$ cat src/rtl/hydra_match_pkg.sv
// Shared types and helpers for the write-side SRAM match engine.
package hydra_match_pkg;

  typedef enum logic [1:0] {
    IDLE   = 2'd0,
    SCAN   = 2'd1,
    DONE_S = 2'd2,
    DONE_F = 2'd3
  } match_state_e;

  localparam int SRAM_NUM_DEF = 32;

  // "No SRAM" is encoded as the SRAM count itself, one past the last index.
  function automatic int unsigned no_sram(input int unsigned sram_num);
    return sram_num;
  endfunction

  // Packet length in bytes to required free space in half-words (len/8 + 1).
  function automatic logic [15:0] calc_need(input logic [15:0] len_bytes);
    return {3'b000, len_bytes[15:3]} + 16'd1;
  endfunction

endpackage

$ cat src/rtl/match_rsp_pipe.sv
// Valid + index shift register that tags each status response with the
// SRAM index it belongs to, STAGES cycles after the index was issued.
module match_rsp_pipe #(
  parameter int STAGES = 1,
  parameter int IDX_W  = 5
) (
  input  logic             clk,
  input  logic             rst,
  input  logic             flush,
  input  logic             vld_in,
  input  logic [IDX_W-1:0] idx_in,
  output logic             vld_out,
  output logic [IDX_W-1:0] idx_out
);

  logic [STAGES-1:0] vld_p;
  logic [IDX_W-1:0]  idx_p [STAGES];

  // Valid chain: cleared on reset and whenever the scan is left.
  always_ff @(posedge clk) begin
    if (rst || flush) begin
      vld_p <= '0;
    end else begin
      vld_p[0] <= vld_in;
      for (int i = 1; i < STAGES; i++) begin
        vld_p[i] <= vld_p[i-1];
      end
    end
  end

  // Index chain: plain data, qualified by the valid chain.
  always_ff @(posedge clk) begin
    idx_p[0] <= idx_in;
    for (int i = 1; i < STAGES; i++) begin
      idx_p[i] <= idx_p[i-1];
    end
  end

  assign vld_out = vld_p[STAGES-1];
  assign idx_out = idx_p[STAGES-1];

endmodule

$ cat src/rtl/port_wr_sram_match_engine.sv
// Write-side SRAM matcher for one input port: scans all shared SRAMs
// round-robin and picks the accessible one with enough room that already
// holds the most packets for the destination port.
module port_wr_sram_match_engine
  import hydra_match_pkg::*;
#(
  parameter int SRAM_NUM = SRAM_NUM_DEF,
  parameter int IDX_W    = $clog2(SRAM_NUM),
  parameter int LEN_W    = 9,
  parameter int FREE_W   = 11,
  parameter int AMT_W    = 9,
  parameter int TICK_W   = 8,
  parameter int RSP_LAT  = 1
) (
  input  logic              clk,
  input  logic              rst,
  input  logic [TICK_W-1:0] match_threshold,
  input  logic [TICK_W-1:0] match_timeout,
  input  logic              early_exit_en,
  input  logic [LEN_W-1:0]  new_length,
  input  logic              match_enable,
  output logic              match_busy,
  output logic              match_suc,
  output logic              match_fail,
  output logic [IDX_W:0]    match_best_sram,
  output logic [IDX_W-1:0]  match_sram,
  input  logic              accessible,
  input  logic [FREE_W-1:0] free_space,
  input  logic [AMT_W-1:0]  packet_amount
);

  localparam logic [IDX_W:0]   NO_SRAM  = (IDX_W+1)'(no_sram(SRAM_NUM));
  localparam logic [IDX_W-1:0] LAST_IDX = IDX_W'(SRAM_NUM - 1);
  localparam logic [IDX_W:0]   FULL_CNT = (IDX_W+1)'(SRAM_NUM);

  function automatic logic [IDX_W-1:0] next_idx(input logic [IDX_W-1:0] i);
    return (i == LAST_IDX) ? '0 : i + 1'b1;
  endfunction

  match_state_e      state;
  logic [IDX_W-1:0]  start_ptr;
  logic [TICK_W-1:0] tick;
  logic [IDX_W:0]    eval_cnt;
  logic              found;
  logic [AMT_W-1:0]  best_amt;
  logic [FREE_W-1:0] need;

  logic              issue_vld;
  logic              pipe_flush;
  logic              rsp_vld;
  logic [IDX_W-1:0]  rsp_idx;
  logic              accept;
  logic              term_s;
  logic              term_f;
  logic              cand;
  logic              upd;

  assign issue_vld  = (state == SCAN);
  assign pipe_flush = (state != SCAN);

  match_rsp_pipe #(
    .STAGES (RSP_LAT),
    .IDX_W  (IDX_W)
  ) u_rsp_pipe (
    .clk     (clk),
    .rst     (rst),
    .flush   (pipe_flush),
    .vld_in  (issue_vld),
    .idx_in  (match_sram),
    .vld_out (rsp_vld),
    .idx_out (rsp_idx)
  );

  // Termination and candidate evaluation, from registered scan state.
  always_comb begin
    accept = (state == IDLE) && match_enable;
    term_s = found && ((tick >= match_threshold) ||
                       (early_exit_en && (eval_cnt == FULL_CNT)));
    term_f = (tick == match_timeout);
    cand   = rsp_vld && accessible && (free_space >= need);
    upd    = (state == SCAN) && match_enable && !term_s && !term_f && cand &&
             (!found || (packet_amount > best_amt));
  end

  // Request datapath: required space latched at accept, best amount tracked.
  always_ff @(posedge clk) begin
    if (accept) begin
      need     <= FREE_W'(calc_need(16'(new_length)));
      best_amt <= '0;
    end else if (upd) begin
      best_amt <= packet_amount;
    end
  end

  // Scan FSM with registered outputs.
  always_ff @(posedge clk) begin
    if (rst) begin
      state           <= IDLE;
      match_busy      <= 1'b0;
      match_suc       <= 1'b0;
      match_fail      <= 1'b0;
      match_best_sram <= NO_SRAM;
      match_sram      <= '0;
      start_ptr       <= '0;
      tick            <= '0;
      eval_cnt        <= '0;
      found           <= 1'b0;
    end else begin
      match_suc  <= 1'b0;
      match_fail <= 1'b0;
      case (state)
        IDLE: begin
          if (match_enable) begin
            state           <= SCAN;
            match_busy      <= 1'b1;
            match_sram      <= start_ptr;
            tick            <= '0;
            eval_cnt        <= '0;
            found           <= 1'b0;
            match_best_sram <= NO_SRAM;
          end
        end
        SCAN: begin
          if (!match_enable) begin
            state           <= IDLE;
            match_busy      <= 1'b0;
            match_best_sram <= NO_SRAM;
          end else if (term_s) begin
            state      <= DONE_S;
            match_busy <= 1'b0;
            match_suc  <= 1'b1;
            start_ptr  <= next_idx(match_best_sram[IDX_W-1:0]);
          end else if (term_f) begin
            state           <= DONE_F;
            match_busy      <= 1'b0;
            match_fail      <= 1'b1;
            match_best_sram <= NO_SRAM;
            start_ptr       <= next_idx(start_ptr);
          end else begin
            match_sram <= next_idx(match_sram);
            if (tick != '1) begin
              tick <= tick + 1'b1;
            end
            if (rsp_vld && (eval_cnt != FULL_CNT)) begin
              eval_cnt <= eval_cnt + 1'b1;
            end
            if (upd) begin
              found           <= 1'b1;
              match_best_sram <= {1'b0, rsp_idx};
            end
          end
        end
        DONE_S, DONE_F: begin
          state <= IDLE;
        end
        default: begin
          state <= IDLE;
        end
      endcase
    end
  end

endmodule

$ cat config.mk
export PLATFORM = sky130hd
export DESIGN_NAME = port_wr_sram_match_engine
export DESIGN_NICKNAME = d
export VERILOG_FILES = /design/src/rtl/hydra_match_pkg.sv /design/src/rtl/match_rsp_pipe.sv /design/src/rtl/port_wr_sram_match_engine.sv
export SDC_FILE = /design/constraint.sdc
export NUM_CORES = 1
export LEC_CHECK = 0
export CORE_AREA = 2 2 92 103
export DETAILED_ROUTE_END_ITERATION = 6
export DIE_AREA = 0 0 94 105
export PLACE_DENSITY = 0.75
export SLEW_MARGIN = 20
export SYNTH_ARGS = -nofsm -noshare
export SYNTH_HDL_FRONTEND = slang
export SYNTH_HIERARCHICAL = 1
export SYNTH_SLANG_ARGS = --single-unit
$ cat constraint.sdc
create_clock -name clk -period 2.9 [get_ports clk]
set_input_delay 0.58 -clock clk [delete_from_list [all_inputs] [get_ports clk]]
set_output_delay 0.58 -clock clk [all_outputs]
set_load 0.01 [all_outputs]
==> Word-level counts from Yosys, hierarchy flattened <==
Memory sizes are Yosys's and may differ from the RTL's.
Index checks and enable logic that the tools add are counted.
{ "totals": {"mem_bits_rw": 5, "mem_count": 1, "word_cells": 123, "register_bits": 57} }
{ "classes": {"n_lt_le_gt_ge": 3, "mux": 46, "eq_ne": 21, "reduce_logical": 31, "bitwise": 2, "addsub": 6} }
{ "memory_table": {"columns": ["memory", "words", "word_bits", "read_ports", "rd_clocked_by_memory_dff", "write_ports", "line_no", "text"], "rows": [
  ["u_rsp_pipe.idx_p", 1, 5, 1, 0, 1, "match_rsp_pipe.sv:17", "logic [IDX_W-1:0] idx_p [STAGES];"]
]} }
{ "op_table": {"columns": ["operator", "count"], "rows": [
  ["6-bit two-way mux", 10],
  ["5-bit two-way mux", 9],
  ["8-bit two-way mux", 5],
  ["6-bit case mux with 2 select lines", 2],
  ["6-bit AND reduction", 3],
  ["8-bit case mux with 2 select lines", 1],
  ["5-bit by 1-bit adder with 5-bit output (second input constant)", 3],
  ["5-bit == test (second input constant)", 3],
  ["2-bit != test (second input constant)", 7],
  ["11-bit >= comparator", 1],
  ["1-bit logical AND", 11],
  ["1-bit two-way mux", 11],
  ["5-bit case mux with 2 select lines", 1],
  ["9-bit > comparator", 1],
  ["8-bit by 1-bit adder with 8-bit output (second input constant)", 1],
  ["8-bit == test", 1],
  ["8-bit >= comparator", 1],
  ["2-bit two-way mux", 4],
  ["4-bit != test (second input constant)", 2],
  ["8-bit != test (second input constant)", 1],
  ["6-bit by 1-bit adder with 7-bit output (second input constant)", 1],
  ["6-bit by 1-bit adder with 6-bit output (second input constant)", 1],
  ["6-bit == test (second input constant)", 1],
  ["6-bit != test (second input constant)", 1],
  ["18 further kinds", 27]
]} }

==> Depth between registers and ports, before layout <==
Gate-level depths: netlist (run 1).
{ "depth": {"word_depth": 14, "mapped_depth": 10, "ltp_nobuf": 8} }

==> Cells and area by module <==
Netlist (run 1), hierarchy kept.
{ "by_module_without_submodules": {"columns": ["mod", "n_inst", "cells_per_inst", "seq_area_each_um2", "area_each_um2"], "rows": [
  ["port_wr_sram_match_engine", 1, 396, 1111.1, 3345.7],
  ["match_rsp_pipe", 1, 7, 120.1, 132.6]
]} }

==> Worst setup path after synthesis (run 1) <==
No wires, ideal clock.
{ "synth_timing": {"path_kind": "input to register", "start": "input port match_threshold[0]", "end": "register tick[4]", "slack_ps": 409, "setup_ps": 70, "n_path_buf": 1, "arrival_ps": 2421, "cell_stages": 8, "path_cell_list": "ha_1 nand2b_4 a2111o_1 a211oi_4 o22ai_2 buf_6 or3_1 a21oi_1"} }
{ "synth_between": {"elab_chain_len": 5} }
{ "synth_lines": {"columns": ["item", "line_no", "text"], "rows": [
  ["start: declaration", "port_wr_sram_match_engine.sv:17", "input logic [TICK_W-1:0] match_threshold,"],
  ["8-bit >= comparator", "port_wr_sram_match_engine.sv:77", "term_s = found && ((tick >= match_threshold) ||"],
  ["1-bit logical OR", "port_wr_sram_match_engine.sv:77", null],
  ["1-bit logical AND", "port_wr_sram_match_engine.sv:77", null],
  ["2-bit != test (no source line)", null, null],
  ["6-bit AND reduction (no source line)", null, null],
  ["end signal: assignment", "port_wr_sram_match_engine.sv:142", "tick <= tick + 1'b1;"],
  ["end: declaration", "port_wr_sram_match_engine.sv:42", "logic [TICK_W-1:0] tick;"]
]} }
No other way between the ends.
A chain may end at the register's enable or synchronous reset.

==> Worst setup path in the final report (run 1) <==
{ "layout_timing": {"start": "input port match_threshold[0]", "end": "register eval_cnt[5]"} }
{ "layout_between": {"elab_chain_len": 5} }
{ "layout_lines": {"columns": ["item", "line_no", "text"], "rows": [
  ["8-bit >= comparator", "port_wr_sram_match_engine.sv:77", null],
  ["1-bit logical OR", "port_wr_sram_match_engine.sv:77", null],
  ["1-bit logical AND", "port_wr_sram_match_engine.sv:77", null],
  ["2-bit != test (no source line)", null, null],
  ["6-bit AND reduction (no source line)", null, null],
  ["end signal: assignment", "port_wr_sram_match_engine.sv:145", "eval_cnt <= eval_cnt + 1'b1;"],
  ["end: declaration", "port_wr_sram_match_engine.sv:43", "logic [IDX_W:0] eval_cnt;"]
]} }
No other way between the ends.

==> results of run 1 <==
## cells in the mapped netlist, types with 2 or more instances
cell	instances
edfxtp_1	7
nand2b_1	5
inv_1	36
nor2b_1	2
xor2_1	11
nor2_1	20
nand3_1	23
o32ai_1	3
nor4_1	2
nand2_1	21
or4_1	5
dfxtp_1	51
and3_1	6
o31ai_1	18
o21bai_1	3
a21o_1	5
o21ai_0	16
a211o_1	4
a31oi_1	7
a311oi_1	4
xnor2_1	6
ha_1	34
nand4_1	20
clkbuf_1	12
o21ai_1	2
a211oi_1	2
a21oi_1	34
or3_1	10
nor3_1	4
mux2i_1	2
buf_2	5
o211ai_1	2
a22oi_1	2
## where the power goes
part           total [W]  internal [W]  switching (W)
Combinational   0.000206      0.000111      0.0000948
Clock           0.000734      0.000395       0.000339
Sequential      0.000835      0.000825     0.00000968
## flip-flops by register name, summed over array words and instances, names as in the netlist, 2 cells and up
| signal | count |
|---|---|
| tick | 8 |
| start_ptr | 5 |
| need | 7 |
| u_rsp_pipe/idx_p | 5 |
| state | 2 |
| match_sram | 5 |
| eval_cnt | 6 |
| match_best_sram | 6 |
| best_amt | 9 |
## layout make-up
type	count	area, um2
multi-input cells	291	2040
well taps	114	143
repair buffers	91	846
fillers	821	4200
inverters	36	135
flip-flops and latches	58	1230
clock inverters	7	68.8
clock buffers	9	124
## final timing paths
kind | start | endpoint | slack, ns | depth (start not counted)
setup / recovery | match_threshold[0] | eval_cnt[5] | 0.17 | 9
hold / removal | match_sram[4] | u_rsp_pipe/idx_p[0][4] | 0.40 | 0
setup reg to reg | tick[0] | eval_cnt[5] | 0.31 | 9
hold reg to reg | match_sram[4] | u_rsp_pipe/idx_p[0][4] | 0.40 | 0
## metrics by stage
stage / instance area, um2 / hold slack [ns] / setup slack (ns) / instances
detailed placement: 4390 / 0.389 / -0.182 / 590
global route: 4580 / 0.405 / 0.0486 / 606
finish: 4580 / 0.396 / 0.165 / 606
floorplan: 3480 / 0.406 / 0.409 / 403
CTS: 4580 / 0.397 / 0.191 / 606
global placement: 4390 / 0.391 / -0.112 / 590
## cells by family after synthesis
logic type | count (synthesis)
adder cells (fa/ha/maj) | 34
AND/OR/NAND/NOR | 125
multiplexers | 2
flip-flops | 58
XOR/XNOR | 17
AO/OA/AOI/OAI | 113
buffers and inverters | 54
## routing by layer
metal	share of wire	wire [um]
met5	0	0
met4	0.011	99
met3	0.050	446
met2	0.50	4440
met1	0.44	3930
==> impl_metrics.csv, run 1 <==
group,metric,value,unit
logic_synthesis,synth_top_family_by_area,"compound AO/OA/AOI/OAI gates",
logic_synthesis,synthCells,403,
logic_synthesis,yosys.area_share.simple,0.195,
die,start_util,0.396,
setup_path,cp.required,3.17,ns
logic_synthesis,synth-seq-area-share,0.354,
setup_path,crit_fanout,5,
grt,met2_usage,0.323,
route,drc,0,
clock_tree,clock_latency,0.34,ns
logic_synthesis,syn-num-nets,487,
clock_tree,cts-root-buf,"clkbuf_8",
grt,grt_start_max_net_pins,21,
power,p_leak,1.79,nW
cells_and_area,diodes,0,
logic_synthesis,synth_area_leaders,"dfxtp_1 (29%), ha_1 (12%), edfxtp_1 (6.0%)",
clock_tree,cts_tree,"built",
logic_synthesis,mappedNetlistArea,3480,um2
logic_synthesis,synth_cell_types,52,
logic_synthesis,synth_compound_area_frac,0.218,
route,wire_per_inst,14.7,um
die,ios,64,
logic_synthesis,synth_top_area_frac,0.294,
setup_path,worstSetupPathType,"input pin to flop",
logic_synthesis,synth-async-reset-ratio,0,
setup_path,cp.arrival,3.01,ns
timing,rsz0062_at_grt,"no",
run_status,status,"completed",
setup_path,cp_num_buf_inv,2,
cells_and_area,drive_gt1_frac,0.112,
min_path,hold_class,"flop to flop",
clock_tree,holdBufCountCts,0,
grt,grt_pass1_vias,3329,
grt,grt_use_met1,0.229,
timing,min_period,2.73,ns
cells_and_area,nets,571,
flow_run,cap_violations,0,
logic_synthesis,ys.flop_type,"dfxtp_1",
setup_path,worst_path_max_delay_cell,"a2111o_1",
die,fp.dieH,105,um
logic_synthesis,synthMuxAreaShare,0.00576,
logic_synthesis,synth_top_area_cell,"dfxtp_1",
route,finalWirelength,8.91,mm
clock_tree,cts_sinks,58,
setup_path,critPathMaxStageDelay,0.46,ns
timing,fin_crit_sh,0.943,
timing,finalSetupTns,0,ns
cells_and_area,layout_commonest_cell,"clkdlybuf4s50_1",
setup_path,cp_top_family,"compound AO/OA/AOI/OAI gates",
power,vdd_drop_max,0.000193,V
grt,grt_use_met3,0.0425,
placed_design,portBuffers,60,
grt,grt_first_pass_wirelength,15.1,mm
clock_tree,clockBufferDepth,2,
timing,worst_slew_pin_slew,0.574,ns
setup_path,critPathCaptureType,"flop",
grt,grt-busiest-layer,"met2",
route,ant_nets,0,
setup_path,worstPathCellList,"clkdlybuf4s50_1, ha_1, nand2b_4, a2111o_1, nand3_1, buf_4, a41oi_1, or3_1, a21oi_1",
logic_synthesis,yosysWarnings,6,
logic_synthesis,synth_edf_count,7,
die,die_area,9870,um2
power,total_power,0.00177,W
die,die_x,94,um
placed_design,gp_congestion,0.875,
clock_tree,cts_made_buffers,9,
route,vias,3339,
cells_and_area,final_cell_mix,"clkdlybuf4s50_1 (60), dfxtp_1 (51), inv_1 (36)",
clock_tree,htreeDepth,3,
die,rows,36,
timing,hold_viol,0,
grt,antenna_found_initial,0,
placed_design,hpwl,6.75,mm
route,first_iter_violations,237,
timing,slew_viol_final,0,
power,power_per_cell_area,387,nW/um2
clock_tree,cts_resized,0,
logic_synthesis,synth_xor_area_frac,0.0428,
timing,skew,0.00789,ns
clock_tree,clk_pin_slew,0.07,ns
cells_and_area,postLayoutCoreUtil,0.522,
logic_synthesis,avgSynthCellArea,8.63,um2
grt,grt_overflow,0,
timing,fmax,366,MHz
die,coreArea,8780,um2
logic_synthesis,synth_fa_ha_area_frac,0.122,
route,via_per_inst,5.51,
logic_synthesis,synth_seq_cells,58,
grt,grt_usage,0.188,
timing,max_slew_margin,0.617,
clock_tree,cts_setup_buffers,0,
timing,finalSetupViolCount,0,
cells_and_area,syn_to_final_growth,31.8,%
route,drt_pre_antenna_iters,4,
setup_path,start_kind,"input pin",
No activity file was read; power rests on OpenSTA's default activity.
==> run 2, diff against run 1 <==
- CORE_AREA: 2 2 92 103 -> 2 2 91 102
- DIE_AREA: 0 0 94 105 -> 0 0 93 104
- SYNTH_HIERARCHICAL: 1 -> not set
==> impl_metrics.csv, run 2 <==
group,metric,value,unit
run_status,status,"completed",
logic_synthesis,synth_top_area_cell,"dfxtp_1",
cells_and_area,top_register,"best_amt",
route,wire_per_inst,13.9,um
setup_path,worstSetupPathType,"input pin to flop",
timing,fmax,364,MHz
timing,max_slew_margin,0.479,
power,power_per_cell_area,403,nW/um2
cells_and_area,layout_commonest_cell,"clkdlybuf4s50_1",
clock_tree,cts_sinks,58,
cells_and_area,syn_to_final_growth,32.2,%
grt,grt_first_pass_wirelength,13.2,mm
power,vdd_drop_max,0.000276,V
cells_and_area,largestRegisters,"best_amt x9, tick x8, need x7",
setup_path,r2r_end,"match_best_sram[1]",
cells_and_area,largest_reg_flops,9,
route,ant_nets,0,
placed_design,place_ws,-0.281,ns
clock_tree,cts_tree,"built",
logic_synthesis,yosysWarnings,0,
cells_and_area,diodes,0,
logic_synthesis,synth_top_area_frac,0.301,
die,rows,36,
die,die_area,9670,um2
placed_design,gp_congestion,0.812,
clock_tree,cts_made_buffers,9,
cells_and_area,final_cell_mix,"clkdlybuf4s50_1 (60), dfxtp_1 (51), inv_1 (37)",
route,first_iter_violations,143,
power,pwr-share-clk,0.420,
grt,grt_start_max_net_pins,17,
cells_and_area,final_area,4490,um2
timing,whs,0.398,ns
clock_tree,clockBufferDepth,2,
timing,skew,0.00911,ns
route,vias,3010,
power,seqPwrFrac,0.465,
logic_synthesis,synth-async-reset-ratio,0,
flow_run,cap_violations,0,
power,switching_share,0.246,
timing,worst_slew_pin_slew,0.775,ns
route,drt_pre_antenna_iters,7,
clock_tree,clk_pin_slew,0.07,ns
timing,slew_viol_final,0,
power,p_switching,0.000444,W
clock_tree,htreeDepth,3,
power,p_int,0.00136,W
logic_synthesis,synth_seq_cells,58,
power,p_leak,1.79,nW
timing,hold_viol,0,
power,pwr-share-comb,0.115,
die,die_x,93,um
placed_design,hpwl,6.13,mm
logic_synthesis,avgSynthCellArea,8.68,um2
timing,layout_setup_ws,0.155,ns
grt,grt_usage,0.169,
die,coreArea,8650,um2
route,finalWirelength,8.13,mm
setup_path,crit_start,"match_threshold[2]",
cells_and_area,nets,550,
setup_path,critPathCaptureType,"flop",
clock_tree,clock_latency,0.34,ns
setup_path,crit_fanout,7,
die,fp.dieH,104,um
grt,grt_overflow,0,
logic_synthesis,synth-seq-area-share,0.363,
placed_design,dpl-instance-area,4190,um2
setup_path,rr_worst_depth,9,
placed_design,portBuffers,60,
setup_path,r2r_slack,0.55,ns
logic_synthesis,synth_area_leaders,"dfxtp_1 (30%), ha_1 (13%), edfxtp_1 (6.2%)",
timing,fin_crit_sh,0.947,
timing,finalSetupViolCount,0,
setup_path,crit_end,"tick[0]",
logic_synthesis,synth_cell_types,52,
timing,min_period,2.74,ns
logic_synthesis,mappedNetlistArea,3390,um2
logic_synthesis,yosysMostFrequentCell,"dfxtp_1",
route,drc,0,
setup_path,cp.required,3.13,ns
grt,antenna_found_initial,0,
logic_synthesis,synthTopCellsByCount,"dfxtp_1 (51), inv_1 (37), ha_1 (34)",
route,via_per_inst,5.15,
logic_synthesis,synthCells,391,
timing,finalSetupTns,0,ns
logic_synthesis,syn-num-nets,475,
setup_path,start_kind,"input pin",
cells_and_area,drive_gt1_frac,0.121,
setup_path,cp.arrival,2.98,ns
grt,grt_pass1_vias,2954,
clock_tree,cts-root-buf,"clkbuf_8",
logic_synthesis,synth_edf_count,7,
setup_path,reg2reg_from,"tick[5]",
die,start_util,0.392,
logic_synthesis,ys.flop_type,"dfxtp_1",
min_path,hold_class,"flop to flop",
die,ios,64,
run 2: final cells by class:
cell class,instances,area (um2)
Clock buffer,10,138
Timing Repair Buffer,81,758
Inverter,37,139
Clock inverter,6,65.1
Multi-Input combinational cell,279,2010
Tap cell,114,143
Fill cell,812,4160
Sequential cell,58,1230
run 2: repair_timing:
| item | in CTS | in global routing |
|---|---|---|
| endpoints found under the setup margin | 0 | 33 |
| resized for setup | 0 | 13 |
| hold buffers | 0 | 0 |
| buffers inserted | 0 | 1 |
run 2: metal layers:
metal	vias up	GRT usage	wire, um
li1	1542	-	-
met1	1389	0.197	3550
met2	76	0.297	4150
met3	3	0.0493	389
met4	0	0.0483	38
met5	-	0	0
run 2: worst max-delay path, stage by stage:
cell	delay (ns)
clkdlybuf4s50_1	0.45
inv_1	0.04
ha_1	0.30
a211oi_1	0.26
o21ai_1	0.14
a21oi_2	0.13
buf_4	0.15
a31oi_4	0.13
buf_4	0.20
nor3_1	0.21
buf_4	0.16
mux2i_1	0.17
nor2_1	0.05
run 2: worst min path at each step:
stage / startpoint / to / slack (ns) / depth (start not counted)
floorplan: match_sram[4] / u_rsp_pipe.idx_p[0][4] / 0.41 / 0
global placement: match_sram[4] / u_rsp_pipe.idx_p[0][4] / 0.39 / 0
detailed placement: match_sram[4] / u_rsp_pipe.idx_p[0][4] / 0.39 / 0
CTS: match_sram[4] / u_rsp_pipe.idx_p[0][4] / 0.40 / 0
global route: match_sram[4] / u_rsp_pipe.idx_p[0][4] / 0.42 / 0
finish: match_sram[4] / u_rsp_pipe.idx_p[0][4] / 0.40 / 0
run 2: power groups by stage:
stage | sequential (W) | combinational, W | clock (W)
2_1_floorplan | 0.000856 | 0.0000985 | 0
3_3_place_gp | 0.000858 | 0.000198 | 0
3_5_place_dp | 0.000858 | 0.000205 | 0
4_1_cts | 0.000840 | 0.000206 | 0.000774
5_1_grt | 0.000841 | 0.000230 | 0.000805
6_report | 0.000840 | 0.000208 | 0.000758
run 2: stage by stage:
step	total power (W)	std cells	utilization
floorplan	0.000955	391	-
global placement	0.00106	567	0.483
detailed placement	0.00106	567	0.484
CTS	0.00182	583	0.508
global route	0.00188	585	0.519
finish	0.00181	585	0.519
run 2: kinds of logic after synthesis:
logic type                 synth area share
muxes                                0.0147
adders and majority gates             0.125
xor gates and xnor gates             0.0645
and+or+nand+nor                       0.204
DFF                                   0.363
buffers and inverters                0.0730
AOI/OAI and AO/OA                     0.156
